===== config.mk =====
export PLATFORM = sky130hd
export DESIGN_NAME = alu_issue_ctrl_flat
export DESIGN_NICKNAME = d
export VERILOG_FILES = /design/src/rtl/alu_issue_ctrl_if.sv /design/src/rtl/alu_issue_ctrl.sv /design/src/flat_wrapper.sv
export SDC_FILE = /design/constraint.sdc
export NUM_CORES = 1
export LEC_CHECK = 0
export CAP_MARGIN = 30
export CORE_MARGIN = 2
export CORE_UTILIZATION = 45
export DETAILED_ROUTE_END_ITERATION = 10
export PLACE_DENSITY = 0.81
export SETUP_SLACK_MARGIN = 0.05
export SLEW_MARGIN = 20
export SYNTH_ARGS = -nofsm -noshare
export SYNTH_HDL_FRONTEND = slang
export SYNTH_SLANG_ARGS = --single-unit

===== constraint.sdc =====
create_clock -name clk -period 5.2 [get_ports clk]
set_input_delay 0.52 -clock clk [delete_from_list [all_inputs] [get_ports clk]]
set_output_delay 0.52 -clock clk [all_outputs]
set_load 0.01 [all_outputs]

===== src/rtl/alu_issue_ctrl_if.sv =====
// Instruction handshake between the decoder (master) and the ALU issue controller (slave).
// Fields are sampled only while the controller signals ready.
interface alu_issue_ctrl_if #(
    parameter int NumOpCodeBits = 5,
    parameter int ParamBits     = 8,
    parameter int AddrBits      = 2
);
    logic                     instr_valid;
    logic                     instr_ready;
    logic [NumOpCodeBits-1:0] instr_opcode;
    logic [AddrBits-1:0]      instr_rd;
    logic [AddrBits-1:0]      instr_rs;
    logic [ParamBits-1:0]     instr_param;

    modport master (
        output instr_valid,
        output instr_opcode,
        output instr_rd,
        output instr_rs,
        output instr_param,
        input  instr_ready
    );

    modport slave (
        input  instr_valid,
        input  instr_opcode,
        input  instr_rd,
        input  instr_rs,
        input  instr_param,
        output instr_ready
    );
endinterface


===== src/rtl/alu_issue_ctrl.sv =====
// Issue/write-back controller for ALU_J: IDLE -> EXEC -> WB, 4-entry regfile, status flags.
// Optional ALU_ISSUE_DBG_PORT_EN adds a combinational register-file read port.
module alu_issue_ctrl #(
    parameter int DataWidth     = 8,
    parameter int NumOpCodeBits = 5,
    parameter int ParamBits     = 8,
    parameter int NumStatusBits = 3,
    parameter int NumRegs       = 4
) (
    input  logic                     clk,
    input  logic                     reset_n,
    alu_issue_ctrl_if.slave          instr,
    output logic [NumOpCodeBits-1:0] alu_opcode,
    output logic [DataWidth-1:0]     alu_operand1,
    output logic [DataWidth-1:0]     alu_operand2,
    output logic [ParamBits-1:0]     alu_param,
    input  logic [DataWidth-1:0]     alu_result,
    input  logic [NumStatusBits-1:0] alu_status,
    output logic                     wb_valid,
    output logic                     wb_we,
    output logic [$clog2(NumRegs)-1:0] wb_addr,
    output logic [DataWidth-1:0]     wb_data,
    output logic [NumStatusBits-1:0] status,
    output logic                     illegal_op
`ifdef ALU_ISSUE_DBG_PORT_EN
    ,
    input  logic [$clog2(NumRegs)-1:0] dbg_addr,
    output logic [DataWidth-1:0]     dbg_data
`endif
);
    localparam int AW = $clog2(NumRegs);
    localparam logic [NumOpCodeBits-1:0] OpNop = '0;
    localparam logic [NumOpCodeBits-1:0] OpVal = NumOpCodeBits'(8);

    typedef enum logic [1:0] {IDLE, EXEC, WB} state_t;

    state_t state, state_nxt;

    logic [NumOpCodeBits-1:0] op_q;
    logic [AW-1:0]            rd_q;
    logic [AW-1:0]            rs_q;
    logic [ParamBits-1:0]     param_q;
    logic [DataWidth-1:0]     res_q;
    logic [NumStatusBits-1:0] st_q;
    logic [DataWidth-1:0]     rf [NumRegs];

    logic accept;
    logic legal_q;

    assign accept  = instr.instr_valid && (state == IDLE);
    assign legal_q = (op_q != OpNop) && (op_q <= OpVal);

    always_ff @(posedge clk or negedge reset_n) begin
        if (!reset_n) state <= IDLE;
        else          state <= state_nxt;
    end

    always_comb begin
        state_nxt = state;
        unique case (state)
            IDLE: if (instr.instr_valid) state_nxt = EXEC;
            EXEC: state_nxt = WB;
            WB:   state_nxt = IDLE;
            default: state_nxt = IDLE;
        endcase
    end

    always_comb begin
        instr.instr_ready = 1'b0;
        alu_opcode   = OpNop;
        alu_operand1 = '0;
        alu_operand2 = '0;
        alu_param    = '0;
        wb_valid     = 1'b0;
        wb_we        = 1'b0;
        wb_addr      = '0;
        wb_data      = '0;
        unique case (state)
            IDLE: instr.instr_ready = 1'b1;
            EXEC: begin
                alu_opcode   = op_q;
                alu_operand1 = rf[rd_q];
                alu_operand2 = rf[rs_q];
                alu_param    = param_q;
            end
            WB: begin
                wb_valid = 1'b1;
                wb_we    = legal_q;
                wb_addr  = rd_q;
                wb_data  = res_q;
            end
            default: ;
        endcase
    end

    // Datapath: latch on accept, capture ALU in EXEC, commit in WB.
    always_ff @(posedge clk or negedge reset_n) begin
        if (!reset_n) begin
            op_q       <= OpNop;
            rd_q       <= '0;
            rs_q       <= '0;
            param_q    <= '0;
            res_q      <= '0;
            st_q       <= '0;
            status     <= '0;
            illegal_op <= 1'b0;
            for (int i = 0; i < NumRegs; i++) rf[i] <= '0;
        end else begin
            if (accept) begin
                op_q    <= instr.instr_opcode;
                rd_q    <= instr.instr_rd;
                rs_q    <= instr.instr_rs;
                param_q <= instr.instr_param;
                if (instr.instr_opcode > OpVal) illegal_op <= 1'b1;
            end
            if (state == EXEC) begin
                res_q <= alu_result;
                st_q  <= alu_status;
            end
            if (state == WB && legal_q) begin
                rf[rd_q] <= res_q;
                status   <= st_q;
            end
        end
    end

`ifdef ALU_ISSUE_DBG_PORT_EN
    assign dbg_data = rf[dbg_addr];
`endif

endmodule


===== src/flat_wrapper.sv =====
// flat-port wrapper written by rule: the top's interface ports become plain ports
module alu_issue_ctrl_flat 
#(
    parameter int DataWidth     = 8,
    parameter int NumOpCodeBits = 5,
    parameter int ParamBits     = 8,
    parameter int NumStatusBits = 3,
    parameter int NumRegs       = 4
)
  (clk, reset_n, alu_opcode, alu_operand1, alu_operand2, alu_param, alu_result, alu_status, wb_valid, wb_we, wb_addr, wb_data, status, illegal_op, instr_instr_valid, instr_instr_opcode, instr_instr_rd, instr_instr_rs, instr_instr_param, instr_instr_ready);
  alu_issue_ctrl_if #(.NumOpCodeBits(NumOpCodeBits), .ParamBits(ParamBits)) instr_i ();
  input  logic clk;
  input  logic reset_n;
  output logic [NumOpCodeBits-1:0] alu_opcode;
  output logic [DataWidth-1:0] alu_operand1;
  output logic [DataWidth-1:0] alu_operand2;
  output logic [ParamBits-1:0] alu_param;
  input  logic [DataWidth-1:0] alu_result;
  input  logic [NumStatusBits-1:0] alu_status;
  output logic wb_valid;
  output logic wb_we;
  output logic [$clog2(NumRegs)-1:0] wb_addr;
  output logic [DataWidth-1:0] wb_data;
  output logic [NumStatusBits-1:0] status;
  output logic illegal_op;
  input wire logic [$bits(instr_i.instr_valid)-1:0] instr_instr_valid;
  input wire logic [$bits(instr_i.instr_opcode)-1:0] instr_instr_opcode;
  input wire logic [$bits(instr_i.instr_rd)-1:0] instr_instr_rd;
  input wire logic [$bits(instr_i.instr_rs)-1:0] instr_instr_rs;
  input wire logic [$bits(instr_i.instr_param)-1:0] instr_instr_param;
  output wire logic [$bits(instr_i.instr_ready)-1:0] instr_instr_ready;
  assign instr_i.instr_valid = instr_instr_valid;
  assign instr_i.instr_opcode = instr_instr_opcode;
  assign instr_i.instr_rd = instr_instr_rd;
  assign instr_i.instr_rs = instr_instr_rs;
  assign instr_i.instr_param = instr_instr_param;
  assign instr_instr_ready = instr_i.instr_ready;
  alu_issue_ctrl #(.DataWidth(DataWidth), .NumOpCodeBits(NumOpCodeBits), .ParamBits(ParamBits), .NumStatusBits(NumStatusBits), .NumRegs(NumRegs)) u_core (.clk(clk), .reset_n(reset_n), .instr(instr_i), .alu_opcode(alu_opcode), .alu_operand1(alu_operand1), .alu_operand2(alu_operand2), .alu_param(alu_param), .alu_result(alu_result), .alu_status(alu_status), .wb_valid(wb_valid), .wb_we(wb_we), .wb_addr(wb_addr), .wb_data(wb_data), .status(status), .illegal_op(illegal_op));
endmodule

==> impl_metrics.toml <==
[timing]
timing.fmax_mhz = 344
fin_crit_ns = 2.91
hold_violations = 0
clock_skew_ns = 0.00492
tightest_slew_ns = 0.827
slew-limit-headroom = 0.447
tns_ns = 0
slew_viol_final = 0
post-route-period-util = 0.559
rsz0062_at_grt = "no"
setup_viol = 0

[route]
remaining_drc_errors = 0
vias_per_cell = 5.16
via_count = 2034
postRouteAntennaNets = 0
detail_route.wl_per_cell_um = 16.3
firstDrtPassIters = 4
drt_iter0_drc = 90
wl_mm = 6.40

[worst_setup_path]
crit_family = "buffers and inverters"
worstPathMaxFanout = 5
setup.worst_path.end_class = "output pin"
cp.required_ns = 4.68
cp_slowest_stage_delay_ns = 0.64
worstSetupPathType = "flop to output pin"
setup.worst_path.start_class = "flop"
crit_slowest_cell = "o31ai_1"
critPathArrivalTime_ns = 2.39
cp_cell_sequence = "o31ai_1 > nand3_1 > inv_1 > clkdlybuf4s50_1"
cp_num_buf_inv = 2

[floorplanning]
io_pins = 77
coreArea_um2 = 6830
start_util = 0.468
rows = 30
dieArea_um2 = 7800
die_h_um = 88.3
die_w_um = 88.3

[cts]
cts_buffers = 9
h-tree-depth = 3
cts_resized = 0
path_clk_slew_ns = 0.07
cts_hold_buf = 0
cts.sinks = 66
postCtsSetupRepairBufs = 0
clock_path_buffers = 2
clock_latency_ns = 0.33
ctsRootBufferMaster = "clkbuf_8"
cts_tree = "done"

[grt]
grt_pass1_vias = 2043
grt-ovfl-total = 0
grt.total_usage = 0.180
antenna_found_initial = 0
grt_max_degree = 67
grt_pass1_wl_mm = 10.4

[synthesis]
synth_area_leader_cell = "dfrtp_1"
ys_ff_latch = 66
synth_cell_types = 24
syn_nets = 248
ys_seq_area_frac = 0.516
synth_top_area_frac = 0.516
ys_top_cells_by_area = "dfrtp_1 52%, mux2_2 19%, mux4_2 11%"
syn-instance-count = 217
synth_area_per_cell_um2 = 14.7
yosysWarnings = 0
synthesis.area_um2 = 3200

[worst_hold_path]
hold_path.class = "input port to async pin"

[pwr]
max-vdd-ir-drop_mv = 0.215
powerDensity_nw_per_um2 = 448
p_leak_nw = 1.82
total_power_w = 0.00189

[place]
portBuffers = 76
place_congestion = 0.751
dp_hpwl_mm = 4.38

[final_layout]
final_nets = 325
syn2layout_area_growth_pct = 32.2
antenna_cells = 0
drive_gt1_frac = 0.342

[job]
cap_violations = 0

[run_status]
status = "completed"
## flip-flops by register name, indices dropped and copies added, names as in the netlist
name / flops
u_core.rf: 32
u_core.param_q: 8
u_core.res_q: 8
u_core.op_q: 5
u_core.st_q: 3
u_core.status: 3
u_core.rd_q: 2
u_core.rs_q: 2
u_core.state: 2
u_core.illegal_op: 1
## kinds of logic (layout without fill, tap and decap cells)
kind of cell           Yosys count  after routing  share of synthesized area
AOI/OAI and AO/OA                3              3                    0.00665
DFF                             66             66                      0.516
buffers and inverters           14             95                     0.0203
muxes                           79             79                      0.344
and+or+nand+nor                 55             55                      0.113
## final cells by class
| type | instances | area [um^2] |
|---|---|---|
| fill | 541 | 2600 |
| sequential | 66 | 1650 |
| multi-input combinational | 137 | 1490 |
| timing repair buffer | 79 | 778 |
| clock buffer | 12 | 145 |
| tap | 96 | 120 |
| clock inverter | 3 | 40.0 |
| inverter | 1 | 3.75 |
## final timing paths
kind | startpoint | endpoint | slack, ns | cells past startpoint
min | reset_n | u_core.res_q[6] | 0.36 | 2
min in group clk | u_core.illegal_op | u_core.illegal_op | 0.47 | 1
max in group asynchronous | reset_n | u_core.st_q[1] | 4.31 | 2
max reg2reg | u_core.op_q[2] | u_core.rf[5] | 2.98 | 3
min reg2reg | u_core.illegal_op | u_core.illegal_op | 0.47 | 1
max | u_core.op_q[2] | wb_we | 2.29 | 4
## report_power, final
part | internal [W] | total (W) | switching (W)
sequential | 0.000704 | 0.000888 | 0.000183
combinational | 0.000428 | 0.000600 | 0.000172
clock | 0.000231 | 0.000407 | 0.000176
## layer usage
metal	track usage	vias up	share of wire
met5	0	-	0
met4	0.0937	0	0.025
met3	0.0289	12	0.039
met2	0.278	54	0.50
met1	0.249	1029	0.44
li1	-	939	-
## through the flow
| step | instance area [um^2] | util | instances | hold slack [ns] | setup WS (ns) |
|---|---|---|---|---|---|
| 6_report | 4230 | 0.619 | 394 | 0.363 | 2.29 |
| 5_1_grt | 4230 | 0.619 | 394 | 0.431 | 2.15 |
| 4_1_cts | 4230 | 0.619 | 394 | 0.391 | 2.26 |
| 3_5_place_dp | 4050 | 0.592 | 379 | 0.460 | 2.64 |
| 3_3_place_gp | 4050 | 0.592 | 379 | 0.457 | 2.65 |
| 2_1_floorplan | 3200 | - | 217 | 0.224 | 3.33 |
## cell usage after synthesis
cell	n
nor2b_1	4
buf_1	2
buf_2	3
dfrtp_1	66
or4_1	1
and2_2	1
nand2_1	1
mux4_2	16
mux2_2	55
nor3b_1	2
o31a_1	1
o31ai_1	1
nand3_1	1
nand2b_1	1
clkbuf_2	1
nand4_2	3
inv_1	1
and4b_1	1
nor2_1	2
o21ai_0	1
and2_1	38
buf_6	1
mux2_4	8
clkbuf_1	6
## cells in the final DEF, fill, tap and decap left out, types with 2 or more instances in the layout
cell type	count
mux4_2	16
and2_1	38
nor2_1	2
clkinv_2	2
mux2_4	8
clkdlybuf4s50_1	75
clkbuf_1	2
nor2b_1	3
dfrtp_1	66
mux2_2	55
nand4_2	3
buf_4	3
clkbuf_8	10
## worst reg2reg max path, cell delays in order, from the launching register on
cell     delay [ns]
dfrtp_1        0.40
o31ai_1        0.64
and4b_1        0.71
mux2_4         0.36
(Power assumes the default switching activity.)
